$ cat src/rtl/blink_pkg.sv
// Shared types and the blink timing preset table.
// Per-group on/off times are in milliseconds.
package blink_pkg;

  typedef struct packed {
    logic [15:0] on_ms;
    logic [15:0] off_ms;
  } grp_t;

  typedef struct packed {
    grp_t g1;
    grp_t g2;
    grp_t g3;
  } mode_t;

  typedef enum logic [1:0] {
    RUN     = 2'd0,
    PENDING = 2'd1,
    PAUSED  = 2'd2
  } state_t;

  localparam mode_t PRESETS [4] = '{
    '{'{16'd500, 16'd500}, '{16'd200, 16'd800}, '{16'd100, 16'd100}},
    '{'{16'd250, 16'd250}, '{16'd100, 16'd400}, '{16'd50, 16'd50}},
    '{'{16'd100, 16'd900}, '{16'd500, 16'd500}, '{16'd0, 16'd1000}},
    '{'{16'd1000, 16'd0}, '{16'd50, 16'd50}, '{16'd25, 16'd75}}
  };

  function automatic int unsigned grp_ms(grp_t g);
    return int'(g.on_ms) + int'(g.off_ms);
  endfunction

  function automatic int unsigned max_period_ms();
    int unsigned m;
    m = 0;
    for (int i = 0; i < 4; i++) begin
      if (grp_ms(PRESETS[i].g1) > m) m = grp_ms(PRESETS[i].g1);
      if (grp_ms(PRESETS[i].g2) > m) m = grp_ms(PRESETS[i].g2);
      if (grp_ms(PRESETS[i].g3) > m) m = grp_ms(PRESETS[i].g3);
    end
    return m;
  endfunction

endpackage

$ cat src/rtl/blink_mode_ctrl_if.sv
// Button/switch inputs and LED outputs of the blink controller.
// master drives the requests, slave is the controller.
interface blink_mode_ctrl_if;
  logic       btn_next;
  logic       pause;
  logic       led;
  logic [8:0] q;
  logic [1:0] mode;
  logic       pending;

  modport master (
    output btn_next, pause,
    input  led, q, mode, pending
  );

  modport slave (
    input  btn_next, pause,
    output led, q, mode, pending
  );
endinterface

$ cat src/rtl/blink_wave_gen.sv
// One blink group: period counter plus on-time compare.
// clear zeroes the counter, freeze holds it and blanks the wave.
module blink_wave_gen #(
  parameter int CNT_W = 10,
  parameter int TK_W  = 11
) (
  input  logic            clk,
  input  logic            rst,
  input  logic            clear,
  input  logic            freeze,
  input  logic [TK_W-1:0] on_tks,
  input  logic [TK_W-1:0] period,
  output logic            wave,
  output logic            wrap
);

  logic [CNT_W-1:0] cnt_q;
  logic [TK_W-1:0]  cnt_x;
  logic             at_end;

  assign cnt_x  = TK_W'(cnt_q);
  assign at_end = (period == '0)
                | (cnt_x == period - TK_W'(1));
  assign wrap   = ~freeze & at_end;
  assign wave   = ~freeze & (cnt_x < on_tks);

  // count 0..period-1, hold when frozen, zero on clear
  always_ff @(posedge clk) begin
    if (rst)
      cnt_q <= '0;
    else if (clear)
      cnt_q <= '0;
    else if (!freeze)
      cnt_q <= at_end ? '0 : cnt_q + CNT_W'(1);
  end

endmodule

$ cat src/rtl/blink_mode_ctrl.sv
// Blink mode controller: preset stepping, glitch-free apply, pause.
// Option BLINK_PHASE_LOCK_EN: zero groups 2/3 on every group-1 wrap.
module blink_mode_ctrl
  import blink_pkg::*;
#(
  parameter int F_CLK_HZ  = 25_000_000,
  parameter int NUM_MODES = 4
) (
  input  logic               clk,
  input  logic               rst,
  blink_mode_ctrl_if.slave   bus
);

  localparam int TICKS_PER_MS = F_CLK_HZ / 1000;
  localparam int MAX_TKS =
    TICKS_PER_MS * int'(max_period_ms());
  localparam int CNT_W =
    (MAX_TKS > 1) ? $clog2(MAX_TKS) : 1;
  localparam int TK_W = CNT_W + 1;

  function automatic logic [TK_W-1:0] tks(
    logic [15:0] ms
  );
    return TK_W'(TICKS_PER_MS * int'(ms));
  endfunction

  function automatic logic [1:0] inc(logic [1:0] m);
    return (int'(m) + 1 >= NUM_MODES)
      ? 2'd0 : m + 2'd1;
  endfunction

  state_t      state_q, state_d;
  logic [1:0]  mode_q, mode_d;
  logic [1:0]  tgt_q, tgt_d;
  logic        pend_q, pend_d;
  logic        pend_now;
  logic        btn_s, btn_p, rise;
  logic        apply, lock, clr23;
  logic        wave1, wave2, wave3;
  logic        wrap1, wrap2, wrap3;
  logic        unused_wrap;
  mode_t       cur;
  logic [TK_W-1:0] on1, on2, on3;
  logic [TK_W-1:0] per1, per2, per3;

  assign cur  = PRESETS[mode_q];
  assign on1  = tks(cur.g1.on_ms);
  assign on2  = tks(cur.g2.on_ms);
  assign on3  = tks(cur.g3.on_ms);
  assign per1 = on1 + tks(cur.g1.off_ms);
  assign per2 = on2 + tks(cur.g2.off_ms);
  assign per3 = on3 + tks(cur.g3.off_ms);

  // two-stage sample of the button level for rise detect
  always_ff @(posedge clk) begin
    if (rst) begin
      btn_s <= 1'b0;
      btn_p <= 1'b0;
    end else begin
      btn_s <= bus.btn_next;
      btn_p <= btn_s;
    end
  end

  assign rise = btn_s & ~btn_p;

  // control state: fsm, active mode, queued target
  always_ff @(posedge clk) begin
    if (rst) begin
      state_q <= RUN;
      mode_q  <= 2'd0;
      tgt_q   <= 2'd0;
      pend_q  <= 1'b0;
    end else begin
      state_q <= state_d;
      mode_q  <= mode_d;
      tgt_q   <= tgt_d;
      pend_q  <= pend_d;
    end
  end

  // next state; a rise during apply advances from the new mode
  always_comb begin
    mode_d = apply ? tgt_q : mode_q;
    tgt_d  = rise ? inc(pend_q ? tgt_q : mode_q)
                  : tgt_q;
    pend_d = apply ? rise : (pend_q | rise);
    if (bus.pause)
      state_d = PAUSED;
    else if (pend_d)
      state_d = PENDING;
    else
      state_d = RUN;
  end

  // fsm outputs: pending flag and apply strobe
  always_comb begin
    unique case (state_q)
      PENDING: pend_now = 1'b1;
      PAUSED:  pend_now = pend_q;
      default: pend_now = 1'b0;
    endcase
    apply = pend_q & wrap1;
  end

`ifdef BLINK_PHASE_LOCK_EN
  assign lock = wrap1;
`else
  assign lock = 1'b0;
`endif

  assign clr23 = apply | lock;

  blink_wave_gen #(.CNT_W(CNT_W), .TK_W(TK_W)) u_g1 (
    .clk(clk), .rst(rst), .clear(apply),
    .freeze(bus.pause), .on_tks(on1), .period(per1),
    .wave(wave1), .wrap(wrap1)
  );

  blink_wave_gen #(.CNT_W(CNT_W), .TK_W(TK_W)) u_g2 (
    .clk(clk), .rst(rst), .clear(clr23),
    .freeze(bus.pause), .on_tks(on2), .period(per2),
    .wave(wave2), .wrap(wrap2)
  );

  blink_wave_gen #(.CNT_W(CNT_W), .TK_W(TK_W)) u_g3 (
    .clk(clk), .rst(rst), .clear(clr23),
    .freeze(bus.pause), .on_tks(on3), .period(per3),
    .wave(wave3), .wrap(wrap3)
  );

  assign unused_wrap = wrap2 ^ wrap3;

  assign bus.led     = wave1;
  assign bus.q       = {{3{wave1}}, {3{wave2}}, {3{wave3}}};
  assign bus.mode    = mode_q;
  assign bus.pending = pend_now;

endmodule

$ cat src/flat_wrapper.sv
// flat-port wrapper written by rule: the top's interface ports become plain ports
module blink_mode_ctrl_flat import blink_pkg::*;
#(
  parameter int F_CLK_HZ  = 25_000_000,
  parameter int NUM_MODES = 4
)
  (clk, rst, bus_btn_next, bus_pause, bus_led, bus_q, bus_mode, bus_pending);
  blink_mode_ctrl_if bus_i ();
  input  logic clk;
  input  logic rst;
  input wire logic [$bits(bus_i.btn_next)-1:0] bus_btn_next;
  input wire logic [$bits(bus_i.pause)-1:0] bus_pause;
  output wire logic [$bits(bus_i.led)-1:0] bus_led;
  output wire logic [$bits(bus_i.q)-1:0] bus_q;
  output wire logic [$bits(bus_i.mode)-1:0] bus_mode;
  output wire logic [$bits(bus_i.pending)-1:0] bus_pending;
  assign bus_i.btn_next = bus_btn_next;
  assign bus_i.pause = bus_pause;
  assign bus_led = bus_i.led;
  assign bus_q = bus_i.q;
  assign bus_mode = bus_i.mode;
  assign bus_pending = bus_i.pending;
  blink_mode_ctrl #(.F_CLK_HZ(F_CLK_HZ), .NUM_MODES(NUM_MODES)) u_core (.clk(clk), .rst(rst), .bus(bus_i));
endmodule
$ cat config.mk
export PLATFORM = sky130hd
export DESIGN_NAME = blink_mode_ctrl_flat
export DESIGN_NICKNAME = d
export VERILOG_FILES = /design/src/rtl/blink_pkg.sv /design/src/rtl/blink_mode_ctrl_if.sv /design/src/rtl/blink_wave_gen.sv /design/src/rtl/blink_mode_ctrl.sv /design/src/flat_wrapper.sv
export SDC_FILE = /design/constraint.sdc
export NUM_CORES = 1
export LEC_CHECK = 0
export ABC_AREA = 1
export CAP_MARGIN = 10
export CORE_MARGIN = 4
export CORE_UTILIZATION = 35
export DETAILED_ROUTE_END_ITERATION = 8
export GPL_TIMING_DRIVEN = 0
export PLACE_DENSITY = 0.53
export REMOVE_ABC_BUFFERS = 1
export SLEW_MARGIN = 20
export SYNTH_ARGS = -nofsm -noshare
export SYNTH_HDL_FRONTEND = slang
export SYNTH_SLANG_ARGS = --single-unit
$ cat constraint.sdc
create_clock -name clk -period 18.8 [get_ports clk]
set_clock_uncertainty 0.15 [all_clocks]
set_input_delay 5.64 -clock clk [delete_from_list [all_inputs] [get_ports clk]]
set_output_delay 5.64 -clock clk [all_outputs]
set_load 0.05 [all_outputs]
Word level (Yosys, flattened, before mapping)
Index checks and enable logic that the tools add are counted.
{"block": "word_totals", "inputBits": 4, "word_cells": 67, "register_bits": 84}
{"block": "classes", "n_eq_ne": 5, "multipliers": 6, "muxes": 12, "magnitude_cmp": 5, "n_bitwise": 13, "n_reduce_logical": 5, "add_sub_neg": 11}
{"op": "binary-select mux 96 bit (select 2 bit)", "n": 1}
{"op": "2-to-1 mux 96 bit", "n": 2}
{"op": "multiplier 12 x 16 -> 23 bit, first input constant", "n": 6}
{"op": "adder 26 bit", "n": 3}
{"op": "== test 25 x 26 -> 1 bit", "n": 3}
{"op": "zero test 26 bit", "n": 3}
{"op": "< comparator 25 x 26 -> 1 bit", "n": 3}
{"op": "subtractor 26 x 1 -> 26 bit, second input constant", "n": 3}
{"op": "adder 25 x 1 -> 25 bit, second input constant", "n": 3}
{"op": "2-to-1 mux 25 bit", "n": 3}
{"op": "greater-or-equal comparator 32 x 4 -> 1 bit, second input constant", "n": 1}
{"op": "AND 1 bit", "n": 6}
{"op": "2-to-1 mux 2 bit", "n": 3}
{"op": "OR 1 bit", "n": 4}
{"op": "OR reduction 2 bit", "n": 2}
{"op": "adder 2 x 1 -> 3 bit, second input constant", "n": 1}
{"op": "greater-or-equal comparator 3 bit, second input constant", "n": 1}
{"op": "NOT 2 -> 3 bit", "n": 1}
{"op": "adder 2 x 1 -> 2 bit, second input constant", "n": 1}
{"op": "== test 2 x 1 -> 1 bit, second input constant", "n": 1}
{"op": "== test 2 bit, second input constant", "n": 1}
{"op": "2-to-1 mux 1 bit", "n": 2}
{"op": "NOT 1 bit", "n": 2}
{"op": "one-hot mux 1 bit (2 select lines)", "n": 1}

Logic depth before layout (Yosys ltp)
Gate-level depths: netlist of run 1.
{"block": "depth", "word_depth": 14, "ltp_mapped": 35}

By module
A second synthesis of run 1 with hierarchy kept.
{"block": "unflattened", "hier_cells": 2176, "hier_area_um2": 13713.2}
{"module": "blink_wave_gen", "area_each_um2": 3145.5, "cells_each": 490, "n_inst": 3}
{"module": "blink_mode_ctrl", "area_each_um2": 4276.6, "cells_each": 706, "n_inst": 1}

Least setup slack after synthesis of run 1
No wires, ideal clock.
{"block": "synth_timing", "path_type": "input -> output", "start": "in bus_pause", "end": "out bus_q[6]", "path_stages": 4, "n_path_buf": 3, "required_ps": 13010, "t_arrival_ps": 7261, "slack_ps": 5749, "path_cell_list": "buf_4 clkbuf_1 a21oi_1 buf_4"}
{"block": "synth_via", "elab_chain_len": 2}
{"item": "from (decl)", "line": "flat_wrapper.sv:12", "source": "input wire logic [$bits(bus_i.pause)-1:0] bus_pause;"}
{"item": "NOT 1 bit", "line": "blink_wave_gen.sv:25", "source": "assign wave = ~freeze & (cnt_x < on_tks);"}
{"item": "AND 1 bit", "line": "blink_wave_gen.sv:25"}
{"item": "to (decl)", "line": "flat_wrapper.sv:14", "source": "output wire logic [$bits(bus_i.q)-1:0] bus_q;"}
No other way between the ends.

Worst setup path after layout of run 1
{"block": "layout_timing", "start": "in bus_pause", "end": "out bus_q[2]"}
The elaborated chain is that of the path after synthesis.

==> results of run 1 <==
[registers in the layout, indices dropped and copies added (netlist names)]
| signal | flops |
|---|---|
| u_core.state_q | 2 |
| u_core.bus.mode | 2 |
| u_core.btn_s | 1 |
| u_core.u_g1.cnt_q | 25 |
| u_core.tgt_q | 2 |
| u_core.btn_p | 1 |
| u_core.u_g3.cnt_q | 25 |
| u_core.u_g2.cnt_q | 25 |
| u_core.pend_q | 1 |
[worst paths after layout]
check             slack (ns)               start                     to
hold / removal          0.28        u_core.btn_s           u_core.btn_p
setup / recovery        5.38           bus_pause               bus_q[2]
hold reg to reg         0.28        u_core.btn_s           u_core.btn_p
setup reg to reg       11.73  u_core.bus.mode[1]  u_core.u_g3.cnt_q[23]
[power by group]
group          internal (mW)  total [mW]  switching (mW)  leakage, nW
registers              0.180       0.182         0.00186        0.679
logic                0.00698      0.0228          0.0158         4.43
clock network         0.0966       0.174          0.0769        0.134
[worst reg2reg max path, stage by stage (launching register included)]
cell and delay [ns]:
dfxtp_1 0.88, ha_2 0.86, inv_4 0.34, ha_1 0.74
inv_2 0.29, ha_1 0.36, inv_1 0.04, ha_1 0.32
nand2_1 0.07, o21ai_0 0.21, a21oi_1 0.12, xnor2_1 0.14
ha_1 0.37, xnor2_1 0.20, nand2_1 0.08, nand2_1 0.05
nor2_1 0.16, nand3_1 0.10, nor2_1 0.09, nand2_1 0.06
nor2_1 0.10, nand4_1 0.14, nor2_1 0.12, nand3_1 0.08
nor2_1 0.33, nand3_2 0.16, nand3_4 0.29, nor2_1 0.09
[per-stage QoR]
step                      setup slack [ns]  hold WS [ns]  total power [mW]
after global routing                 5.248        0.3287            0.3958
final                                5.383        0.2803            0.3783
after floorplan                      3.950        0.2604            0.2010
after CTS                            4.525        0.2823            0.3867
after global placement               4.558        0.2694            0.2087
after detailed placement             4.545        0.2716            0.2091
[cells in the mapped netlist (15+ instances only)]
| cell | number | area [µm²] |
|---|---|---|
| ha_1 | 164 | 2052 |
| xnor2_1 | 31 | 271.5 |
| nand3_1 | 139 | 695.7 |
| o21ai_0 | 39 | 195.2 |
| nor2_2 | 15 | 93.84 |
| buf_4 | 21 | 157.7 |
| nor3_1 | 42 | 210.2 |
| nor2_1 | 214 | 803.3 |
| xor2_1 | 82 | 718.2 |
| inv_1 | 178 | 668.1 |
| dfxtp_1 | 84 | 1682 |
| nand4_1 | 42 | 262.8 |
| a21oi_1 | 67 | 335.3 |
| nand2_1 | 358 | 1344 |
[area by class of cell]
class                      instances  area, µm²  area share [%]
sequential                        84       1682           14.81
multi-input combinational       1313       7928           69.82
timing repair buffer              19      230.2           2.028
clock inverter                     4      32.53          0.2865
inverter                         195      742.0           6.534
tap                              390      488.0           4.298
clock buffer                      11      252.7           2.226
[metal layers]
layer / global-route usage, % / up-vias / wire length, µm
li1: - / 5354 / -
met1: 28.05 / 4776 / 16500
met2: 32.48 / 219 / 15230
met3: 2.836 / 20 / 1651
met4: 3.814 / 0 / 424
met5: 0 / - / 0
[placed cells by master, fill, tap and decap left out, drive strengths merged, types with 2 or more instances in the layout]
master           n
o21a             3
a21o             3
nand2          365
dfxtp           84
o221ai           3
nand3          145
nand3b          13
clkinvlp         2
a211oi           5
o22ai            3
conb             5
a31oi            5
o211ai           5
nor4            11
a21oi           69
nand4           43
inv            196
or2              7
a221oi           3
clkdlybuf4s50   15
buf              4
a21boi           3
xor2            82
ha             164
nor3            44
o2111ai          2
o31ai            2
and3             3
a22oi            2
xnor2           31
o21bai           4
o21ai           47
nor2           230
clkbuf          11
[cell families after synthesis]
| group | synth area share [%] |
|---|---|
| flip-flops | 15.64 |
| AND/OR/NAND/NOR | 35.73 |
| XOR/XNOR | 9.205 |
| AO/OA/AOI/OAI | 9.217 |
| other | 0.06985 |
| buffers and inverters | 10.87 |
| adder cells (fa/ha/maj) | 19.27 |
==> metrics.txt, run 1 <==
CTS buffer count=9; Overflow after GRT=0; vias in the first global route=9,620; setup TNS=0 ns; Least-Margin Pin Slew=1.224 ns; # IOs=17; required time worst endpoint=13.01 ns; status=completed; final wirelength=33.81 mm; Util after Layout=37.91%; stages on the worst setup path=4; Fmax achieved=0.07453 GHz; register area share after synthesis=15.64%; Die Y-Extent=183.3 µm; Tmin final=13.42 ns; Slowest Stage Delay on Critical Path=0.83 ns; maxcap violations=0; clock tree buffer depth=2; kind of critical path=input port to primary output; Placer Congestion=0.9289; Top delay family on crit path=buffers and inverters; P_leak=5.241 nW; RSZ-0062 raised after global routing=false; Worst Setup End Kind=primary output; hold depth=2; area delta synth->final=5.609%; largest net degree at the start of global routing=33; CTS tree=done; Overall Global Routing Usage=19.86%; Top FF cell, synth=dfxtp_1; CP max-delay cell=clkdlybuf4s50_1; TritonRoute pass-1 iters=7; post-CTS resize count=0; Routed WL per cell=16.77 µm; crit path DAT=7.63 ns; dpl cells=2,001; DR iter-0 viols=877; PD cells=33.32 nW/µm²; first-pass GRT wire length=53.06 mm; Distinct cells, synth=61; Post-Place Cell Area=11,070 µm²; async set or reset register ratio after synthesis=0%; Worst-Skew Late Latency=0.36 ns; post-CTS setup buffer count=0; Max H-tree Level=3; final non-filler cell area=11,350 µm²; Crit Path Max Fanout=20; Initial Util=35.89%; antenna violations before repair=0; Core Area=29,950 µm²; share of post-route cells with drive strength above 1=5.228%; flops & latches, synth=84; HPWL Detailed=25.38 mm; area of the mapped netlist=10,750 µm²; crit path cell chain=buf_2 > a2111oi_0 > o311a_1 > clkdlybuf4s50_1; clk sinks=84; DIE AREA=33,590 µm²; diodes inserted=0; synth warn=0; Hold Violations, Final=0; Hold Buf Count CTS=0; port buffer count=16; Slew Limit Fails=0; Remaining DRCs=0; via count=10,370; Slew headroom=18.42%; vias per cell=5.143; clk root buf=clkbuf_16; DIE WIDTH=183.3 µm; crit start category=input port; hold crit path type=flop to flop; Post-Syn Area per Cell=6.516 µm²; layout filler cell count=3,224; final number of setup-violating endpoints=0; row cnt=63; Cells after Synth=1,650; fin crit share=71.37%; final cell count without fillers=2,016; nets=1,791; clk slew on worst S/H paths=0.06 ns; post-route ant nets=0; worst r2r path cells=27; Max rail drop VDD=0.04207 mV; worst path bufs/invs=2; Post-synth EDFFs=0
(Power assumes the default switching activity.)
==> run 2: changes to the inputs <==
==> constraint.sdc (replaced) <==
create_clock -name clk -period 12.6 [get_ports clk]
set_clock_uncertainty 0.15 [all_clocks]
set_input_delay 3.78 -clock clk [delete_from_list [all_inputs] [get_ports clk]]
set_output_delay 3.78 -clock clk [all_outputs]
set_load 0.05 [all_outputs]
==> results of run 2 <==
The final DEF is identical to that of run 1. Status: completed.
Main changes from that run: setup slack after placement 4.545 ns -> 2.065 ns; setup slack after layout 5.383 ns -> 1.840 ns; start point of the critical path bus_pause -> u_core.bus.mode[1]; end point of the critical path bus_q[2] -> bus_q[3]; register-to-register setup slack 11.73 ns -> 5.53 ns; total power 0.3783 mW -> 0.5645 mW; worst IR drop on VDD 0.04207 mV -> 0.06278 mV
==> run 3: changes to the inputs <==
--- a/config.mk
+++ b/config.mk
@@ -7,12 +7,15 @@
 export LEC_CHECK = 0
 export ABC_AREA = 1
 export CAP_MARGIN = 10
+export CELL_PAD_IN_SITES_DETAIL_PLACEMENT = 1
+export CELL_PAD_IN_SITES_GLOBAL_PLACEMENT = 2
 export CORE_MARGIN = 4
 export CORE_UTILIZATION = 35
 export DETAILED_ROUTE_END_ITERATION = 8
 export GPL_TIMING_DRIVEN = 0
-export PLACE_DENSITY = 0.53
+export PLACE_DENSITY = 0.82
 export REMOVE_ABC_BUFFERS = 1
+export SKIP_CTS_REPAIR_TIMING = 1
 export SLEW_MARGIN = 20
 export SYNTH_ARGS = -nofsm -noshare
 export SYNTH_HDL_FRONTEND = slang
==> run 3 against run 2 <==
Compared with the run above:
- global-route usage rose by 2.8 points
- routed wire length up 11%
- final cell count about the same
- design area up 0.27%
- sequential cell count did not move
- worst hold slack worse by 0.0012 ns
- clock power grew 9.7%
- critical path type unchanged
- critical endpoint is now bus_q[4]
- largest cell class unchanged
==> metrics.txt, run 3 (synthesis results as in run 1) <==
Worst Setup End Kind=primary output; # IOs=17 (unchanged); final number of setup-violating endpoints=0 (unchanged); TritonRoute pass-1 iters=4 (-3); final cell count without fillers=2,017 (+0.050%); CTS buffer count=9 (unchanged); port buffer count=16 (unchanged); Post-Place Cell Area=11,080 µm² (about the same); worst reg2reg setup slack=5.31 ns; Slew Limit Fails=0 (unchanged); crit path cell chain=ha_1 > inv_2 > ha_1 > inv_1 > xor2_1 > ha_1 > a21oi_1 > o21ai_1 > a31oi_1 > o21bai_1 > xor2_1 > ha_1 > a21oi_1 > nor2_1 > a211oi_1 > nor2_1 > nor2_1 > nand2_1 > a311oi_1 > clkdlybuf4s50_1; Crit Path Max Fanout=21; Worst-Skew Late Latency=0.36 ns (about the same); Die Y-Extent=183.3 µm (unchanged); maxcap violations=0 (unchanged); CP max-delay cell=ha_1; clk root buf=clkbuf_16; vias per cell=5.314 (+3.3%); HPWL Detailed=28.86 mm (+14%); Top Registers=u_core.u_g1.cnt_q x25, u_core.u_g2.cnt_q x25, u_core.u_g3.cnt_q x25; Initial Util=35.89% (unchanged); diodes inserted=0 (unchanged); layout filler cell count=3,941 (+22%); fin crit share=86.87%; Critical R2R Launch=u_core.bus.mode[1]; Max rail drop VDD=0.06367 mV; required time worst endpoint=8.67 ns; DIE AREA=33,590 µm² (unchanged); hold_sp=u_core.btn_s; Least-Margin Pin Slew=1.112 ns (-0.1120 ns); setup TNS=0 ns (unchanged); clk sinks=84 (unchanged); RSZ-0062 raised after global routing=false; most frequent CP cell=ha_1; final non-filler cell area=11,380 µm² (+0.27%); hold depth=2 (unchanged); Placer Congestion=0.8844 (-4.8%); final wirelength=37.69 mm (+11%); clk slew on worst S/H paths=0.07 ns (about the same); share of post-route cells with drive strength above 1=5.347% (+0.12 points); vias in the first global route=10,990 (+14%); worst r2r dst=u_core.u_g3.cnt_q[15]; Remaining DRCs=0 (unchanged); row cnt=63 (unchanged); Core Area=29,950 µm² (unchanged); DR iter-0 viols=688 (-22%); clock tree buffer depth=2 (unchanged); Routed WL per cell=18.69 µm (+11%); Tmin final=10.95 ns; Hold Violations, Final=0 (unchanged); most frequent cells in the layout=nand2_1, nor2_1, inv_1, ha_1, nand3_1; Slowest Stage Delay on Critical Path=1.05 ns; crit path DAT=7.02 ns; area delta synth->final=5.889%; largest net degree at the start of global routing=33 (unchanged); P_leak=5.260 nW (+0.35%); status=completed; dpl cells=2,002 (+0.050%); DIE WIDTH=183.3 µm (unchanged); Slew headroom=25.88% (+7.5 points); nets=1,792 (+0.056%); via count=10,720 (+3.4%); Overflow after GRT=0 (unchanged); Worst Hold Endpoint=u_core.btn_p; most common library cell in the layout ignoring fill and taps=nand2_1; worst r2r path cells=26 (-3.7%); Fmax achieved=0.09136 GHz; post-route ant nets=0 (unchanged); crit start category=flop; hold crit path type=flop to flop; first-pass GRT wire length=60.42 mm (+14%); CTS tree=done; Max H-tree Level=3 (unchanged); antenna violations before repair=0 (unchanged); Overall Global Routing Usage=22.68% (+2.8 points); PD cells=51.76 nW/µm²; kind of critical path=flop to primary output
==> run 3: power by group <==
| group | leakage [nW] | switching (mW) | internal (mW) | total [mW] |
|---|---|---|---|---|
| logic | 4.43 | 0.0238 | 0.0105 | 0.0342 |
| clock network | 0.149 | 0.124 | 0.159 | 0.284 |
| registers | 0.679 | 0.00283 | 0.269 | 0.271 |
| total | 5.26 | 0.151 | 0.438 | 0.589 |
==> run 3: worst max path at each step <==
stage	from	cells after the start	slack, ns	endpoint
floorplan	u_core.bus.mode[1]	20	0.59	bus_q[3]
global placement	u_core.bus.mode[1]	22	1.63	bus_q[4]
detailed placement	u_core.bus.mode[1]	20	2.00	bus_q[3]
CTS	u_core.bus.mode[1]	20	1.57	bus_q[3]
global route	u_core.bus.mode[1]	20	1.26	bus_q[3]
finish	u_core.bus.mode[1]	20	1.65	bus_q[4]
==> run 3: layout make-up <==
cell class / count / area [µm²] / area share (%)
tap: 390 / 488.0 / 4.286
sequential: 84 / 1682 / 14.77
clock buffer: 10 / 239.0 / 2.099
inverter: 195 / 742.0 / 6.517
multi-input combinational: 1313 / 7930 / 69.66
timing repair buffer: 20 / 242.7 / 2.132
clock inverter: 5 / 61.31 / 0.5385
==> run 3: worst max-delay path: cells and delay by family (launching register included) <==
| family | cells | cell delay [ns] |
|---|---|---|
| AND/OR/NAND/NOR | 4 | 0.35 |
| AO/OA/AOI/OAI | 7 | 1.24 |
| adder cells (fa/ha/maj) | 4 | 2.19 |
| buffers and inverters | 3 | 1.51 |
| XOR/XNOR | 2 | 0.39 |
| flip-flops | 1 | 0.94 |
==> run 3: per-stage QoR <==
step	hold WS [ns]	total power, mW	setup WS [ns]	utilization, %
6_report	0.2791	0.5892	1.654	38.01
5_1_grt	0.3168	0.6132	1.259	38.01
4_1_cts	0.2846	0.5974	1.570	38.01
3_5_place_dp	0.2775	0.3122	2.002	37.00
3_3_place_gp	0.2671	0.3117	1.631	36.67
2_1_floorplan	0.2604	0.2999	0.5873	-
==> run 3: per-layer routing <==
metal  track usage (%)  vias to the layer above  wire [µm]
met5                 0                        -          0
met4             6.466                        0        888
met3             2.935                       52       1381
met2             37.63                      171      17200
met1             30.95                     5138      18230
li1                  -                     5358          -
